===== src/rtl/run_gen_pkg.sv =====
// rtl/run_gen_pkg.sv - shared types for the serial run generator
package run_gen_pkg;

  // 2'b11 is never entered; next-state logic returns it to IDLE.
  typedef enum logic [1:0] {
    IDLE = 2'b00,
    RUN  = 2'b01,
    GAP  = 2'b10
  } state_t;

endpackage


===== src/rtl/run_gen.sv =====
// rtl/run_gen.sv - drives q high for start_len cycles per request, then holds it low for GAP cycles
module run_gen #(
  parameter int LEN_W = 4,
  parameter int GAP   = 1
) (
  input  logic             clk,
  input  logic             reset,
  input  logic             start_valid,
  input  logic [LEN_W-1:0] start_len,
  output logic             start_ready,
  output logic             q,
  output logic             busy,
  output logic             done
);
  import run_gen_pkg::*;

  generate
    if (GAP < 1 || GAP > (2 ** LEN_W) - 1) begin : g_bad_gap
      $error("run_gen: GAP must lie in 1..2**LEN_W-1");
    end
  endgenerate

  localparam logic [LEN_W-1:0] GAP_LOAD = LEN_W'(GAP - 1);
  localparam logic [LEN_W-1:0] ONE      = LEN_W'(1);

  state_t           r_state;
  logic [LEN_W-1:0] r_cnt;
  logic             r_done;

  state_t           w_next_state;
  logic [LEN_W-1:0] w_next_cnt;
  logic             w_next_done;

  always_ff @(posedge clk or negedge reset) begin
    if (!reset) begin
      r_state <= run_gen_pkg::IDLE;
      r_cnt   <= '0;
      r_done  <= 1'b0;
    end else begin
      r_state <= w_next_state;
      r_cnt   <= w_next_cnt;
      r_done  <= w_next_done;
    end
  end

  // The counter holds the number of cycles still to spend in RUN or GAP after this one.
  always_comb begin
    w_next_state = r_state;
    w_next_cnt   = r_cnt;
    w_next_done  = 1'b0;
    case (r_state)
      run_gen_pkg::IDLE: begin
        if (start_valid) begin
          if (start_len == '0) begin
            w_next_done = 1'b1;
          end else begin
            w_next_state = run_gen_pkg::RUN;
            w_next_cnt   = start_len - ONE;
          end
        end
      end
      run_gen_pkg::RUN: begin
        if (r_cnt == '0) begin
          w_next_state = run_gen_pkg::GAP;
          w_next_cnt   = GAP_LOAD;
        end else begin
          w_next_cnt = r_cnt - ONE;
        end
      end
      run_gen_pkg::GAP: begin
        if (r_cnt == '0) begin
          w_next_state = run_gen_pkg::IDLE;
          w_next_done  = 1'b1;
        end else begin
          w_next_cnt = r_cnt - ONE;
        end
      end
      default: begin
        w_next_state = run_gen_pkg::IDLE;
        w_next_cnt   = '0;
      end
    endcase
  end

  assign q           = (r_state == run_gen_pkg::RUN);
  assign busy        = (r_state != run_gen_pkg::IDLE);
  assign start_ready = (r_state == run_gen_pkg::IDLE);
  assign done        = r_done;

endmodule


===== config.mk =====
export PLATFORM = sky130hd
export DESIGN_NAME = run_gen
export DESIGN_NICKNAME = d
export VERILOG_FILES = /design/src/rtl/run_gen_pkg.sv /design/src/rtl/run_gen.sv
export SDC_FILE = /design/constraint.sdc
export NUM_CORES = 1
export LEC_CHECK = 0
export ABC_CLOCK_PERIOD_IN_PS = 4000
export CORE_AREA = 5 5 42 44
export DETAILED_ROUTE_END_ITERATION = 10
export DIE_AREA = 0 0 47 49
export PLACE_DENSITY = 0.66
export SYNTH_ARGS = -nofsm -noshare
export SYNTH_HDL_FRONTEND = slang
export SYNTH_SLANG_ARGS = --single-unit

===== constraint.sdc =====
create_clock -name clk -period 4 [get_ports clk]
set_clock_uncertainty 0.2 [all_clocks]
set_input_delay 0.8 -clock clk [delete_from_list [all_inputs] [get_ports clk]]
set_output_delay 0.8 -clock clk [all_outputs]
set_load 0.05 [all_outputs]

==> impl_metrics.py <==
metrics = {
    "status": {
        "status": "finished, final reports clean",
    },
    "detailed_routing": {
        "via_per_inst": 5.19,
        "dr_wl_met3_um": 45,
        "wl_met1_um": 508,
        "highest_layer": "met4",
        "wirelength_mm": 1.10,
        "remaining_drc_errors": 0,
        "drt_iter0_drc": 5,
        "wire_per_inst_um": 12.3,
        "wl_met2_um": 531,
        "vias": 467,
        "firstDrtPassIters": 4,
        "ant_nets": 0,
    },
    "timing": {
        "slew_headroom_pct": 66.1,
        "fmax_mhz": 337,
        "fin_crit_sh_pct": 74.1,
        "hold_violations": 0,
        "finalCriticalPeriod_ns": 2.97,
        "hold_ws_ns": 0.347,
        "timing.setup.tns_ns": 0,
        "worst_pin_slew_ns": 0.506,
        "drv_slew": 0,
        "rsz0062_at_grt": "no",
        "setup_viol": 0,
    },
    "logic_synthesis": {
        "synth_nets": 70,
        "syn-instance-count": 60,
        "synth_top_area_cell": "dfrtp_1",
        "synthesis.area_um2": 544,
        "yosys-top-cells-area": "dfrtp_1, ha_1, mux2i_1",
        "avgSynthCellArea_um2": 9.07,
        "yosys.area.top_type_share_pct": 32.2,
        "yosysSeqAreaShare_pct": 32.2,
        "ys_warn_count": 0,
        "ys_ff_latch": 7,
        "synth_cell_types": 25,
    },
    "clock_network": {
        "cts.path.max_buffers": 2,
        "cts_made_buffers": 3,
        "postCtsHoldBufs": 0,
        "clkLatencyLatePin_ns": 0.25,
        "htreeDepth": 1,
        "cts_resized": 0,
        "numClockSinks": 7,
        "tritoncts": "built",
        "cts.clk_slew.worst_paths_ns": 0.05,
        "cts_setup_buffers": 0,
        "root_buffer": "clkbuf_4",
    },
    "critical_path": {
        "timing.rr.end": "r_cnt[1]",
        "cpMaxStageDelayCell": "clkdlybuf4s50_1",
        "path_cells": "or2_2, inv_1, clkdlybuf4s50_1",
        "cp_num_buf_inv": 2,
        "cp.depth": 3,
        "crit_type": "reg -> out",
        "cp-end-kind": "output port",
        "critical-path-max-stage-delay_ns": 0.81,
        "worstSetupStartpointType": "flop",
        "critPathTopFamily": "buffers and inverters",
        "worst_r2r_startpoint": "r_cnt[0]",
        "worstRegToRegCells": 5,
        "cp.arrival_ns": 1.97,
        "crit_required_ns": 3.00,
        "r2r_setup_slack_ns": 2.13,
        "crit_fanout": 8,
    },
    "power": {
        "switchingPower_mw": 0.277,
        "p_clk_share_pct": 11.3,
        "swShare_pct": 48.7,
        "p_leak_nw": 0.313,
        "p_int_mw": 0.292,
        "powerDensity_nw_per_um2": 825,
        "max-vdd-ir-drop_mv": 0.509,
        "totalPowerFinal_mw": 0.569,
        "seqPwrFrac_pct": 25.5,
        "pwr-share-comb_pct": 63.2,
    },
    "hold_path": {
        "hp-class": "reg -> reg",
        "hold_depth": 1,
        "holdPathEnd": "done",
        "hp-start": "r_state[0]",
    },
    "floorplanning": {
        "coreArea_um2": 1400,
        "ios": 11,
        "die_h_um": 49,
        "initial_core_util_pct": 38.8,
        "dieArea_um2": 2300,
        "die_w_um": 47,
        "rows": 14,
    },
    "global_route": {
        "grt_max_degree": 10,
        "grt.total_usage_pct": 11.1,
        "grt_pass1_wl_mm": 1.88,
        "grt_antenna_before_repair": 0,
        "overflow": 0,
        "grt_pass1_vias": 473,
    },
    "place": {
        "dpl.hpwl_um": 924,
        "placedCellCount": 86,
        "gp_congestion": 0.823,
        "port_buffers": 10,
    },
    "finish": {
        "drive_gt1_share_pct": 12.2,
        "finalNonFillerCells": 90,
        "num_antenna_cells": 0,
        "syn_to_final_growth_pct": 26.9,
        "final_cell_mix": "clkdlybuf4s50_1, inv_1, dfrtp_1, o21ai_0, nor3_1",
        "n_fill_cell": 140,
        "layout_commonest_cell": "clkdlybuf4s50_1",
        "finish.net_count": 85,
    },
    "run": {
        "cap_violations": 0,
    },
}
[power by group through the flow]
stage               clock network (mW)  registers, mW  logic (mW)
global placement                     0          0.144       0.363
global route                    0.0724          0.151       0.397
CTS                             0.0669          0.146       0.362
floorplan                            0          0.139       0.268
detailed placement                   0          0.147       0.360
finish                          0.0645          0.145       0.360
[how the worst max path moves through the flow]
stage,from,endpoint,slack [ns]
2_1_floorplan,r_state[1],start_ready,1.75
3_3_place_gp,r_state[1],start_ready,1.33
3_5_place_dp,r_state[1],start_ready,1.33
4_1_cts,r_state[1],start_ready,1.04
5_1_grt,r_state[1],start_ready,0.96
6_report,r_state[1],start_ready,1.03
[sequential cells by signal (all words and copies together), names as in the netlist]
register and cells:
r_cnt 4, r_state 2, done 1
[through the flow]
stage,setup slack [ns],util [%],instance area [um^2]
after floorplan,1.75,-,544
after global placement,1.33,47.4,664
after detailed placement,1.33,47.4,664
after CTS,1.04,49.3,691
after global routing,0.960,49.3,691
final,1.03,49.3,691
[cell type report]
type                       count  area [um^2]  area share [%]
clock buffer                   4         26.3            3.80
inverter                       8         30.0            4.35
multi-input combinational     45          339            49.1
sequential                     7          175            25.4
tap                           16         20.0            2.90
timing repair buffer          10          100            14.5
[kinds of logic (layout without fill, tap and decap cells)]
kind of cell	count (synthesis)	after routing	share of synthesized area, %
compound gates	14	14	17.2
fa+ha+maj	3	3	6.90
mux	5	5	9.66
buf+inv	8	22	5.52
simple gates	21	21	25.3
xor+xnor	2	2	3.22
flops	7	7	32.2
[routing by layer]
| layer | track usage, % | up-vias |
|---|---|---|
| li1 | - | 237 |
| met1 | 14.0 | 217 |
| met2 | 17.2 | 11 |
| met3 | 3.32 | 2 |
| met4 | 4.15 | 0 |
| met5 | 0 | - |
[cells in the mapped netlist (all sizes together)]
master	number
ha	3
dfrtp	7
nand2	2
nand2b	4
or4b	1
nor2	3
nand3	1
mux2	2
o21ai	8
nor3	4
or2b	1
a32oi	1
nor3b	1
mux2i	3
xnor2	2
nor2b	2
a21oi	2
and3	1
a211o	1
inv	8
or2	1
a211oi	2
Note: power is estimated with default switching activity, not from simulation.
